--- config.mk ---
export PLATFORM = sky130hd
export DESIGN_NAME = fdc_disk_responder
export DESIGN_NICKNAME = d
export VERILOG_FILES = /design/src/rtl/fdc_disk_responder.sv
export SDC_FILE = /design/constraint.sdc
export NUM_CORES = 1
export LEC_CHECK = 0
export ABC_AREA = 1
export CAP_MARGIN = 30
export CORE_MARGIN = 1.5
export CORE_UTILIZATION = 53
export CTS_BUF_LIST = sky130_fd_sc_hd__clkbuf_4 sky130_fd_sc_hd__clkbuf_8 sky130_fd_sc_hd__clkbuf_16
export DETAILED_ROUTE_END_ITERATION = 8
export GPL_TIMING_DRIVEN = 0
export PLACE_DENSITY = 0.95
export SLEW_MARGIN = 20
export SYNTH_ARGS = -nofsm -noshare
export SYNTH_HDL_FRONTEND = slang
export SYNTH_SLANG_ARGS = --single-unit
--- constraint.sdc ---
create_clock -name clk -period 7.03 [get_ports clk]
set_input_delay 1.406 -clock clk [delete_from_list [all_inputs] [get_ports clk]]
set_output_delay 1.406 -clock clk [all_outputs]
set_load 0.005 [all_outputs]
--- src/rtl/fdc_disk_responder.sv ---
// Disk-image responder for the NEC765 host mailbox: decodes seek / read-ID /
// read / write requests on disk_sr and services them against a byte-addressed image RAM.
module fdc_disk_responder #(
  parameter int TRACKS       = 40,
  parameter int SIDES        = 1,
  parameter int SPT          = 9,
  parameter int FIRST_SECTOR = 8'hC1,
  parameter int SEEK_CYCLES  = 16,
  parameter int ADDR_W       = 20
) (
  input  logic              clk,
  input  logic              rst,
  input  logic [31:0]       disk_sr,
  output logic [31:0]       disk_cr,
  output logic [7:0]        disk_data_in,
  output logic              disk_data_clkin,
  input  logic [7:0]        disk_data_out,
  output logic              disk_data_clkout,
  input  logic [1:0]        drive_present,
  output logic [ADDR_W-1:0] mem_addr,
  output logic              mem_rd,
  input  logic [7:0]        mem_rdata,
  output logic              mem_wr,
  output logic [7:0]        mem_wdata,
  output logic              busy
);

  typedef enum logic [2:0] {
    S_IDLE, S_SEEK, S_RDID, S_RD, S_WR, S_DONE
  } state_t;

  localparam logic [15:0] XFER_LAST = 16'd1023;
  localparam logic [15:0] SEEK_LAST = 16'(SEEK_CYCLES - 1);
  localparam logic [7:0]  IDX_LAST  = 8'(SPT - 1);

  state_t              state_q, state_d;
  logic [15:0]         cnt_q, cnt_d;
  logic [ADDR_W-1:0]   base_q, base_d;
  logic                drv_q, drv_d;
  logic                err_pend_q, err_pend_d;
  logic                err_q, err_d;
  logic                done_q, done_d;
  logic                seek_a_q, seek_a_d;
  logic                seek_b_q, seek_b_d;
  logic [7:0]          rdid_q, rdid_d;
  logic [1:0][7:0]     idx_q, idx_d;
  logic [1:0]          present_q;

  logic [31:0] cyl_w, head_w, sec_w;
  logic        cyl_ok, chs_ok;
  logic        req_sk, req_id, req_rd, req_wr, req_any;
  logic        sel_drv;
  logic        unused_sr;

  assign unused_sr = ^{disk_sr[31:26], disk_sr[19], disk_sr[16]};

  // Linear image offset of the first byte of a sector; all drives share one image RAM.
  function automatic logic [ADDR_W-1:0] image_addr(input logic drv, input logic [31:0] cyl,
                                                    input logic [31:0] head, input logic [31:0] sec);
    logic [31:0] trk;
    logic [31:0] lin;
    trk = {31'd0, drv} * 32'(TRACKS * SIDES) + cyl * 32'(SIDES) + head;
    lin = (trk * 32'(SPT) + sec - 32'(FIRST_SECTOR)) << 9;
    return lin[ADDR_W-1:0];
  endfunction

  always_comb begin
    cyl_w   = {25'd0, disk_sr[14:8]};
    head_w  = {31'd0, disk_sr[15]};
    sec_w   = {24'd0, disk_sr[7:0]};
    cyl_ok  = cyl_w < 32'(TRACKS);
    chs_ok  = cyl_ok && (head_w < 32'(SIDES)) && (sec_w >= 32'(FIRST_SECTOR)) &&
              (sec_w < 32'(FIRST_SECTOR + SPT));
    req_rd  = |disk_sr[18:17];
    req_wr  = |disk_sr[21:20];
    req_id  = |disk_sr[23:22];
    req_sk  = |disk_sr[25:24];
    req_any = req_rd | req_wr | req_id | req_sk;
  end

  always_comb begin
    state_d          = state_q;
    cnt_d            = cnt_q;
    base_d           = base_q;
    drv_d            = drv_q;
    err_pend_d       = err_pend_q;
    err_d            = err_q;
    done_d           = done_q;
    seek_a_d         = seek_a_q;
    seek_b_d         = seek_b_q;
    rdid_d           = rdid_q;
    idx_d            = idx_q;
    sel_drv          = 1'b0;
    mem_rd           = 1'b0;
    mem_wr           = 1'b0;
    mem_wdata        = 8'd0;
    mem_addr         = '0;
    disk_data_in     = 8'd0;
    disk_data_clkin  = 1'b0;
    disk_data_clkout = 1'b0;

    unique case (state_q)
      S_IDLE: begin
        cnt_d = '0;
        if (req_sk) begin
          sel_drv    = disk_sr[25];
          drv_d      = sel_drv;
          err_pend_d = !drive_present[sel_drv] || !cyl_ok;
          state_d    = S_SEEK;
        end else if (req_id) begin
          sel_drv    = disk_sr[23];
          drv_d      = sel_drv;
          err_pend_d = !drive_present[sel_drv];
          state_d    = S_RDID;
        end else if (req_rd || req_wr) begin
          sel_drv = req_rd ? disk_sr[18] : disk_sr[21];
          drv_d   = sel_drv;
          base_d  = image_addr(sel_drv, cyl_w, head_w, sec_w);
          if (!drive_present[sel_drv] || !chs_ok) begin
            // Rejected transfers report straight away without touching the FIFOs.
            err_d   = 1'b1;
            done_d  = 1'b1;
            state_d = S_DONE;
          end else begin
            state_d = req_rd ? S_RD : S_WR;
          end
        end
      end
      S_SEEK: begin
        cnt_d = cnt_q + 16'd1;
        if (cnt_q == SEEK_LAST) begin
          err_d    = err_pend_q;
          seek_a_d = !drv_q;
          seek_b_d = drv_q;
          state_d  = S_DONE;
        end
      end
      S_RDID: begin
        done_d  = 1'b1;
        err_d   = err_pend_q;
        state_d = S_DONE;
        if (!err_pend_q) begin
          rdid_d       = 8'(FIRST_SECTOR) + idx_q[drv_q];
          idx_d[drv_q] = (idx_q[drv_q] == IDX_LAST) ? 8'd0 : idx_q[drv_q] + 8'd1;
        end
      end
      S_RD: begin
        // Even cycles fetch, odd cycles forward the byte fetched one cycle earlier.
        mem_addr        = base_q + ADDR_W'(cnt_q[9:1]);
        mem_rd          = !cnt_q[0];
        disk_data_clkin = cnt_q[0];
        disk_data_in    = cnt_q[0] ? mem_rdata : 8'd0;
        cnt_d           = cnt_q + 16'd1;
        if (cnt_q == XFER_LAST) begin
          done_d  = 1'b1;
          state_d = S_DONE;
        end
      end
      S_WR: begin
        mem_addr         = base_q + ADDR_W'(cnt_q[9:1]);
        mem_wr           = !cnt_q[0];
        disk_data_clkout = !cnt_q[0];
        mem_wdata        = cnt_q[0] ? 8'd0 : disk_data_out;
        cnt_d            = cnt_q + 16'd1;
        if (cnt_q == XFER_LAST) begin
          done_d  = 1'b1;
          state_d = S_DONE;
        end
      end
      S_DONE: begin
        if (!req_any) begin
          done_d   = 1'b0;
          err_d    = 1'b0;
          seek_a_d = 1'b0;
          seek_b_d = 1'b0;
          state_d  = S_IDLE;
        end
      end
      default: state_d = S_IDLE;
    endcase
  end

  always_ff @(posedge clk) begin
    if (rst) begin
      state_q    <= S_IDLE;
      cnt_q      <= '0;
      drv_q      <= 1'b0;
      err_pend_q <= 1'b0;
      err_q      <= 1'b0;
      done_q     <= 1'b0;
      seek_a_q   <= 1'b0;
      seek_b_q   <= 1'b0;
      rdid_q     <= 8'd0;
      idx_q      <= '0;
      present_q  <= 2'b00;
    end else begin
      state_q    <= state_d;
      cnt_q      <= cnt_d;
      drv_q      <= drv_d;
      err_pend_q <= err_pend_d;
      err_q      <= err_d;
      done_q     <= done_d;
      seek_a_q   <= seek_a_d;
      seek_b_q   <= seek_b_d;
      rdid_q     <= rdid_d;
      idx_q      <= idx_d;
      present_q  <= drive_present;
    end
  end

  always_ff @(posedge clk) begin
    base_q <= base_d;
  end

  assign disk_cr = {rdid_q, 17'd0, present_q, done_q, err_q, 1'b0, seek_b_q, seek_a_q};
  assign busy    = (state_q != S_IDLE);

endmodule

# Word-level counts from Yosys, hierarchy flattened
# Cells that the tools add are included.
[op_classes]
n_mux = 49
order_cmp = 9
n_eq_ne = 16
n_shift = 0
multipliers = 2
reduce_logical = 36
add_sub_neg = 8
div_mod_pow = 0
bitwise_logic = 6
[ops]
columns = ["op", "n"]
rows = [
  ["$mux 8", 8],
  ["$pmux 16 s2", 1],
  ["$mux 1", 24],
  ["$mux 3", 8],
  ["$add 20x9->20", 1],
  ["$mux 20", 1],
  ["$add 16x1->16 const B", 1],
  ["$bwmux 16", 1],
  ["$eq 16x10->1 const B", 1],
  ["$eq 16x4->1 const B", 1],
  ["$pmux 3 s5", 1],
  ["$reduce_and 7->1", 2],
  ["$ne 2x2->1 const B", 6],
  ["$add 11x8->11", 1],
  ["$mul 9x4->11 const B", 1],
  ["$sub 11x8->11 const B", 1],
  ["$reduce_or 2->1", 5],
  ["$add 8x1->9", 1],
  ["$add 7x7->8", 1],
  ["$add 8x1->8 const B", 1],
  ["$add 8x8->8 const A", 1],
  ["$demux 8 s1", 1],
  ["$eq 8x4->1 const B", 1],
  ["$ge 8x8->1 const B", 1],
  ["26 further kinds", 55],
]
[totals]
latch_bits = 0
in_bits = 52
memories = 0
mem_bits_rw = 0
mem_bits_ro = 0
wordCells = 139
out_inout_bits = 73
regBits = 62

# Logic depth before layout (Yosys ltp)
# Gate-level depths: netlist (run 1).
[depth]
ltp_word = 11
mapped_depth = 22
ltp_nobuf = 22

# Worst setup path before layout (run 1)
# OpenSTA, ideal clock, no wires.
[synth_path]
path_kind = "input port to flip-flop"
startpoint = "in disk_sr[17]"
endpoint = "reg base_q[19], data pin"
slack_ns = 1.936
cell_stages = 19
setup_time_ns = 0.252
path_buffers = 0
t_arrival_ns = 4.842
required_time_ns = 6.778
path_cell_list = "inv_1 nand2_1 nand2_1 ha_1 nand4_1 a21oi_1 xor2_1 inv_1 ha_1 fa_1 inv_1 fa_1 inv_1 ha_1 a21oi_1 o21ai_0 a21oi_1 nand3b_1 nand2_1"
[synth_via]
elab_chain_len = 8
[synth_rtl]
columns = ["element", "line", "text"]
rows = [
  ["start, declared", "13", "input logic [31:0] disk_sr,"],
  ["$reduce_or 2->1", "74", "req_rd = |disk_sr[18:17];"],
  ["$mux 1", "116", "sel_drv = req_rd ? disk_sr[18] : disk_sr[21];"],
  ["$mul 1x3->4", "62", "trk = {31'd0, drv} * 32'(TRACKS * SIDES) + cyl * 32'(SIDES) + head;"],
  ["$add 7x7->8", "62", ""],
  ["$add 8x1->9", "62", ""],
  ["$mul 9x4->11", "63", "lin = (trk * 32'(SPT) + sec - 32'(FIRST_SECTOR)) << 9;"],
  ["$add 11x8->11", "63", ""],
  ["$sub 11x8->11", "63", ""],
  ["end signal, assigned", "212", "base_q <= base_d;"],
  ["end, declared", "38", "logic [ADDR_W-1:0] base_q, base_d;"],
]
# No other way between the ends.
# A chain may end at the register's enable or synchronous reset.

# Final worst setup path (run 1)
# Ends and elaborated chain as after synthesis.

==> flow_summary.toml, run 1 <==
[status]
outcome = "completed"

[global_routing]
grt_pass1_vias = 4412
grt_max_degree = 12
globalRouteTotalUtil_pct = 26.8
grt_pass1_wl_mm = 19.0
grt_remaining_overflow = 0
antenna_found_initial = 0

[job]
maxCapViolations = 0

[worst_setup_path]
cp_max_fo = 5
critPathArrivalTime_ns = 5.88
worstPathRequired_ns = 7.14
worstSetupStartpointType = "input pin"
criticalPathCategory = "input pin to flop"
endpoint_kind = "flop"
r2r_slack_ns = 5.05

[sta]
skew_ns = 0.0150
tightest_slew_ns = 0.505
final-setup-viol-count = 0
finalHoldViolCount = 0
slew_violations = 0
rsz0062_at_grt = "no"
setup_tns_ns = 0
slew_headroom_pct = 66.3
clock.fmax_mhz = 173
timing.final.ws_setup_ns = 1.26
period_needed_ns = 5.77
finalCritPeriodShare_pct = 82.1

[clock_tree]
cts_resized = 0
cts_max_level = 3
cts.sinks = 62
cts_setup_buffers = 0
hold_buffers = 0
clkSlewWorstSetupHoldPaths_ns = 0.07
cts_buffers = 9
tritoncts = "yes"
clkLatencyLatePin_ns = 0.36
ctsRootBufferMaster = "clkbuf_8"
clockBufferDepth = 2

[synth]
yosys.area_share.simple_pct = 27.6
ys_warn_count = 0
synth_compound_area_share_pct = 12.0
seq_area_frac_synth_pct = 29.2
synth_mux_area_share_pct = 0
async_flop_share_pct = 0
synth_edf_count = 11
syn_inst = 665
synth_flop_cell = "dfxtp_1"
synth_xor_area_share_pct = 3.60
syn_area_per_cell_sq_um = 6.95
synth_cell_types = 41
synth_top_family_by_area = "simple AND/OR/NAND/NOR gates"
netlist_area_sq_um = 4620
ys_ff_latch = 62
synthAdderAreaFrac_pct = 12.2

[routing]
drc = 0
ant_nets = 0
route.vias.total = 4805
drt_pass1_iterations = 5
post_drt_wl_per_cell_microns = 13.7
wl_mm = 12.3
routed_via_density = 5.33
drt_iter0_markers = 371

[cells_and_area]
final_cells = 901
num_antenna_cells = 0
nets = 881
syn_to_final_growth_pct = 30.1
n_fill_cell = 608
drive_gt1_share_pct = 8.79
final_common_cell = "nand2_1"
layout_common_cells = "nand2_1, inv_1, nor2_1"

[placed_design]
portBuffers = 97
dp_slack_ns = 0.960
dp_cells = 884
gp_congestion = 0.960
dp.final_hpwl_mm = 9.51

[floorplanning]
die_area_sq_um = 9290
rows = 33
die_h_microns = 96.4
io_pins = 125
die_w_microns = 96.4
coreArea_sq_um = 8340
start_util_pct = 55.4

[power]
p_leak_nw = 2.81
p_per_area_nw_per_um2 = 269
peakVddDrop_v = 0.000145

[min_path]
hold_class = "flop to flop"
[synthesized netlist by cell type, types with 2 or more instances]
master	instances	area (sq um)
o21ai_2	5	43.8
o21a_1	2	15.0
o211ai_1	3	22.5
nand4_1	14	87.6
inv_1	110	413
nand3_1	27	135
nor3_1	8	40.0
nand2_2	2	12.5
nor2_4	2	22.5
nor2_8	2	40.0
dfxtp_1	51	1020
buf_4	23	173
nor2_2	2	12.5
xnor2_1	2	17.5
edfxtp_1	11	330
or2_1	2	12.5
nor3_2	2	20.0
nand3b_1	3	22.5
inv_2	7	26.3
o31ai_1	2	15.0
nand2_1	121	454
o21ai_1	6	30.0
o21ai_0	34	170
nor3b_1	2	15.0
xor2_1	17	149
fa_1	12	240
ha_1	26	325
nor2_1	100	375
a21oi_1	44	220
clkbuf_1	9	33.8
buf_6	4	45.0
[path summary, 6_finish.rpt]
kind | from | to | cells after the start
worst min register to register | seek_a_q | seek_a_q | 2
worst max-delay path | disk_sr[17] | base_q[19] | 20
worst min-delay path | seek_a_q | seek_a_q | 2
worst max register to register | drv_q | idx_q[2] | 10
[power breakdown]
group          total, W  leakage (nW)  internal, W  switching, W
clock          0.000349         0.110     0.000203      0.000146
sequential     0.000444         0.513     0.000419     0.0000251
combinational  0.000827          2.19     0.000331      0.000496
[sequential cells by signal, summed over array words and instances (netlist names)]
| signal | flops |
|---|---|
| present_q | 2 |
| seek_a_q | 1 |
| err_q | 1 |
| err_pend_q | 1 |
| cnt_q | 16 |
| seek_b_q | 1 |
| rdid_q | 8 |
| base_q | 11 |
| drv_q | 1 |
| idx_q | 16 |
| done_q | 1 |
| state_q | 3 |
[logic make-up after synthesis]
group                    count (synthesis)
XOR/XNOR                                19
adder cells (fa/ha/maj)                 38
other                                    1
flip-flops                              62
buffers and inverters                  155
AO/OA/AOI/OAI                          101
AND/OR/NAND/NOR                        289
[critical path, cell delays in order]
cell             delay, ns
clkdlybuf4s50_1       0.49
inv_1                 0.05
nand2_1               0.07
nand2_1               0.12
ha_1                  0.41
nand4_1               0.14
a21oi_1               0.20
xor2_1                0.29
inv_1                 0.13
ha_1                  0.32
fa_1                  0.50
inv_1                 0.06
fa_1                  0.53
inv_1                 0.04
ha_1                  0.35
a21oi_1               0.21
o21ai_0               0.18
a21oi_1               0.20
nand3b_1              0.13
nand2_1               0.05
[layer usage]
layer  GRT usage [%]  wire length (microns)  vias up
met5               0                      0        -
met4            10.6                    264        0
met3            6.65                   1080       27
met2            49.9                   6170      274
met1            28.9                   4810     2187
li1                -                      -     2317
[through the flow]
stage               power, W  hold WS [ns]  utilization (%)  cell area [sq um]
finish               0.00162         0.475             72.1               6010
global route         0.00172         0.497             72.1               6010
CTS                  0.00160         0.474             72.0               6010
detailed placement   0.00125         0.462             69.4               5790
global placement     0.00120         0.459             69.4               5790
floorplan           0.000999         0.444                -               4690
[area by class of cell]
cell class | count | area (sq um) | share of cell area (%)
Buffer | 37 | 256 | 4.27
Clock buffer | 10 | 131 | 2.18
Clock inverter | 6 | 86.3 | 1.44
Inverter | 118 | 445 | 7.41
Multi-Input combinational cell | 465 | 2630 | 43.8
Sequential cell | 62 | 1350 | 22.5
Tap cell | 105 | 131 | 2.18
Timing Repair Buffer | 98 | 978 | 16.3
Power figures use the tool's default switching activity.
==> run 2, diff against run 1 <==
--- a/config.mk
+++ b/config.mk
@@ -8,11 +8,11 @@
 export ABC_AREA = 1
 export CAP_MARGIN = 30
 export CORE_MARGIN = 1.5
-export CORE_UTILIZATION = 53
+export CORE_UTILIZATION = 49
 export CTS_BUF_LIST = sky130_fd_sc_hd__clkbuf_4 sky130_fd_sc_hd__clkbuf_8 sky130_fd_sc_hd__clkbuf_16
 export DETAILED_ROUTE_END_ITERATION = 8
 export GPL_TIMING_DRIVEN = 0
-export PLACE_DENSITY = 0.95
+export PLACE_DENSITY = 0.89
 export SLEW_MARGIN = 20
 export SYNTH_ARGS = -nofsm -noshare
 export SYNTH_HDL_FRONTEND = slang
==> constraint.sdc (replaced) <==
create_clock -name clk -period 5.84 [get_ports clk]
set_input_delay 1.168 -clock clk [delete_from_list [all_inputs] [get_ports clk]]
set_output_delay 1.168 -clock clk [all_outputs]
set_load 0.005 [all_outputs]
==> run 2 against run 1 <==
Worst hold slack gained 0.012 ns. First-iteration DRC count shrank 40%. Setup slack lost 0.96 ns. Clock skew shrank 0.0047 ns. Largest power group unchanged. Highest routed layer unchanged.
==> flow_summary.toml, run 2 (synthesized netlist as in run 1, its figures left out) <==
[sta]
period_needed_ns = 5.54
finalCritPeriodShare_pct = 94.9
finalHoldViolCount = 0
final-setup-viol-count = 0
rsz0062_at_grt = "no"
timing.final.ws_setup_ns = 0.298
skew_ns = 0.0103
clock.fmax_mhz = 180
slew_violations = 0
setup_tns_ns = 0

[worst_setup_path]
criticalPathCategory = "input pin to flop"
cp_max_fo = 5
cpPeakStageDelay_ns = 0.54
path_cells = "clkdlybuf4s50_1 > inv_1 > nand2_1 > nand2_1 > ha_1 > nand4_1 > a21oi_1 > xor2_1 > inv_1 > ha_1 > fa_1 > inv_1 > fa_1 > inv_1 > ha_1 > a21oi_1 > o21ai_0 > a21oi_1 > nand3b_1 > nand2_1"
endpoint_kind = "flop"
worstPathRequired_ns = 5.94
critPathBufInv = 5
worst_path_most_repeated_cell = "inv_1"
worstSetupStartpointType = "input pin"
critPathArrivalTime_ns = 5.64
crit_start = "disk_sr[17]"
cpMaxStageDelayCell = "fa_1"
critPathTopFamily = "adder cells"
r2r_start = "drv_q"

[global_routing]
grt_pass1_wl_mm = 18.4
globalRouteTotalUtil_pct = 22.5
antenna_found_initial = 0
grt_remaining_overflow = 0
grt_max_degree = 12
grt_pass1_vias = 4267

[floorplanning]
die_h_microns = 100
die_w_microns = 100
rows = 35
coreArea_sq_um = 9200
io_pins = 125
die_area_sq_um = 10000
start_util_pct = 50.3

[power]
p_per_area_nw_per_um2 = 310
peakVddDrop_v = 0.000145
p_leak_nw = 2.80
p_total_w = 0.00186

[placed_design]
gp_congestion = 0.881
dp_cells = 890
place_area_sq_um = 5800
portBuffers = 97
dp_slack_ns = -0.0423
dp.final_hpwl_mm = 8.74

[routing]
ant_nets = 0
wl_mm = 10.9
post_drt_wl_per_cell_microns = 12.1
drt_iter0_markers = 222
drt_pass1_iterations = 5
route.vias.total = 4503
drc = 0
routed_via_density = 4.96

[clock_tree]
clkSlewWorstSetupHoldPaths_ns = 0.06
cts_setup_buffers = 0
tritoncts = "yes"
clkLatencyLatePin_ns = 0.34
cts.sinks = 62
ctsRootBufferMaster = "clkbuf_8"
cts_resized = 0
cts_max_level = 3
hold_buffers = 0
clockBufferDepth = 2
cts_buffers = 9

[min_path]
hold_class = "flop to flop"
worstHoldStart = "seek_b_q"

[cells_and_area]
multi_input_area_sq_um = 2630
final_cells = 907
largestRegisters = "cnt_q x16, idx_q x16, base_q x11"
syn_to_final_growth_pct = 29.6
nets = 881
ff_latch_area_sq_um = 1350
num_antenna_cells = 0
final_common_cell = "nand2_1"
stdcell_area_sq_um = 5990
n_fill_cell = 795
drive_gt1_share_pct = 8.79
layout_common_cells = "nand2_1, inv_1, nor2_1"

[status]
outcome = "completed"

[job]
maxCapViolations = 0
[run 2: layer usage]
metal  vias to the layer above  GRT usage (%)  part of all wire, %  wire length (microns)
li1                       2327              -                    -                      -
met1                      1993           27.5                   44                   4780
met2                       166           39.7                   47                   5170
met3                        17           3.62                  7.3                    802
met4                         0           8.99                  1.7                    183
met5                         -              0                    0                      0
[run 2: report_power, final]
part	total, W	internal (W)	switching (W)
Combinational	0.000971	0.000398	0.000573
Sequential	0.000534	0.000504	0.0000295
Clock	0.000352	0.000186	0.000165
Total	0.00186	0.00109	0.000768
[run 2: tightest hold or removal path: cells and delay by family (launching register included)]
kind | cells | cell delay (ns)
DFF | 1 | 0.32
and+or+nand+nor | 1 | 0.06
AOI/OAI and AO/OA | 1 | 0.05
[run 2: layout make-up]
cell class	count	share of cell area, %
sequential	62	22.6
clock inverter	3	0.313
tap	111	2.32
multi-input combinational	465	44.0
buffer	37	4.28
timing repair buffer	98	16.3
clock buffer	13	2.78
inverter	118	7.44
[run 2: stage by stage]
stage / utilization [%] / hold WS (ns)
after detailed placement: 63.0 / 0.478
final: 65.1 / 0.487
after global placement: 63.0 / 0.476
after floorplan: - / 0.444
after global routing: 65.1 / 0.503
after CTS: 65.0 / 0.487
[run 2: path summary, 6_finish.rpt]
kind / endpoint / slack (ns) / depth (start not counted)
max: base_q[19] / 0.30 / 20
max reg2reg: idx_q[6] / 3.88 / 11
min: seek_b_q / 0.49 / 2
min reg2reg: seek_b_q / 0.49 / 2
==> run 3, diff against run 2 <==
--- a/config.mk
+++ b/config.mk
@@ -10,6 +10,7 @@
 export CORE_MARGIN = 1.5
 export CORE_UTILIZATION = 49
 export CTS_BUF_LIST = sky130_fd_sc_hd__clkbuf_4 sky130_fd_sc_hd__clkbuf_8 sky130_fd_sc_hd__clkbuf_16
+export CTS_CLUSTER_DIAMETER = 200
 export DETAILED_ROUTE_END_ITERATION = 8
 export GPL_TIMING_DRIVEN = 0
 export PLACE_DENSITY = 0.89
==> results of run 3 <==
No change in the layout: final DEF, timing and power equal those of run 2.
==> RTL change (settings of run 2) <==
The parameter `SPT` goes from 9 to 4.
--- a/src/rtl/fdc_disk_responder.sv
+++ b/src/rtl/fdc_disk_responder.sv
@@ -3,7 +3,7 @@
 module fdc_disk_responder #(
   parameter int TRACKS       = 40,
   parameter int SIDES        = 1,
-  parameter int SPT          = 9,
+  parameter int SPT          = 4,
   parameter int FIRST_SECTOR = 8'hC1,
   parameter int SEEK_CYCLES  = 16,
   parameter int ADDR_W       = 20
Behaviour: not the same (Yosys sat finds a counterexample within 4 cycles, from zero or initial values and one cycle with rst high).
==> RTL change against run 2 <==
Total power down 11%. Combinational power down 27%. Wire length down 1.5%. Sequential cell count unchanged. Final cell count down 2.4%. Non-clock buffer count unchanged. Via count up 0.11%. Design area down 6.2%. Synthesized area down 8.7%. Setup slack better by 1.5 ns. Critical path depth down 2. Largest cell class unchanged.
==> RTL change: results (changes against run 2) <==
* Status: finished, final reports clean (unchanged)
* GR Util met2 at 0.436 (was 0.397)
* Seq. pwr at 0.521 mW (was 0.534 mW)
* Hold EP: cnt_q[2] (was seek_b_q)
* Vias in the first global route at 4,150 (was 4,267)
* Routed wl met3 at 831 um (was 802 um)
* Drt first-iter violations at 241 (was 222)
* Placed inst area at 5390 um^2 (was 5800 um^2)
* Worst IR Drop VDD at 0.181 mV (was 0.145 mV)
* Fin crit share at 0.693 (was 0.949)
* Global-route wire length before repair at 17,400 um (was 18,400 um)
* Synth top cells by count: nand2_1, nor2_1, inv_1 (was nand2_1, inv_1, nor2_1)
* Area contributors post-synth: dfxtp_1, nand2_1, nor2_1, inv_1, edfxtp_1 (was dfxtp_1, nand2_1, inv_1, nor2_1, edfxtp_1)
* Clk Latency, worst-skew pair at 0.36 ns (was 0.34 ns)
* Post-synthesis xor/xnor area fraction at 0.0332 (was 0.0360)
* Pre-CTS WS at 1.49 ns (was -0.0423 ns)
* Final #Nets at 850 (was 881)
* Hold path startpoint: cnt_q[2] (was seek_b_q)
* Vias post-DR at 4,508 (was 4,503)
* Share of cells above drive strength 1 at 0.0705 (was 0.0879)
* Gr usage total at 0.245 (was 0.225)
* CP max-delay cell: clkdlybuf4s50_1 (was fa_1)
* Reg2Reg Capture Point: idx_q[2] (was idx_q[6])
* Synthesized-area fraction occupied by adder cells at 0.0700 (was 0.122)
* R2R Setup Slk at 3.89 ns (was 3.88 ns)
* WL met2 at 5140 um (was 5170 um)
* Power density over cell area at 294 nW/um^2 (was 310 nW/um^2)
* Slowest stage delay, CP at 0.48 ns (was 0.54 ns)
* Fill cells at 690 (was 795)
* Compound-Gate Fraction of Synth Area at 0.141 (was 0.120)
* Post-synth cell types at 37 (was 41)
* GRT met1 Usage at 0.272 (was 0.275)
* Worst Clk Skew at 0.0124 ns (was 0.0103 ns)
* Final wirelength at 10,800 um (was 10,900 um)
* M3 GR Usage at 0.0513 (was 0.0362)
* M1 WL at 4420 um (was 4780 um)
* Largest net degree at the start of global routing at 14 (was 12)
* Share of the yosys chip area belonging to registers at 0.320 (was 0.292)
* Dpl hpwl at 8470 um (was 8740 um)
* Final hold slack at 0.508 ns (was 0.487 ns)
* P_clk at 0.419 mW (was 0.352 mW)
[RTL change: cell types whose count changed after synthesis, moves of 5 or more]
cell | run 2 | this run
nand2_1 | 121 | 141
inv_1 | 110 | 97
fa_1 | 12 | 1
nor2_1 | 100 | 108
xor2_1 | 17 | 10
nand4_1 | 14 | 9
o21ai_2 | 5 | 0
[RTL change: worst max-delay path: cells and delay by family]
family,cells,cell delay (ns)
XOR/XNOR,1,0.12
adder cells (fa/ha/maj),3,1.00
buffers and inverters,3,0.56
AO/OA/AOI/OAI,1,0.16
AND/OR/NAND/NOR,10,1.12
[RTL change: cell type report]
cell class	instances	share of cell area
timing repair buffer	98	0.174
buffer	37	0.0426
sequential	62	0.241
multi-input combinational	465	0.412
clock buffer	10	0.0265
tap	105	0.0234
inverter	102	0.0682
clock inverter	6	0.0129
[RTL change: through the flow]
stage                      util  instances
after floorplan               -        666
after global placement    0.649        868
after detailed placement  0.649        868
after CTS                 0.676        884
after global routing      0.677        885
final                     0.677        885
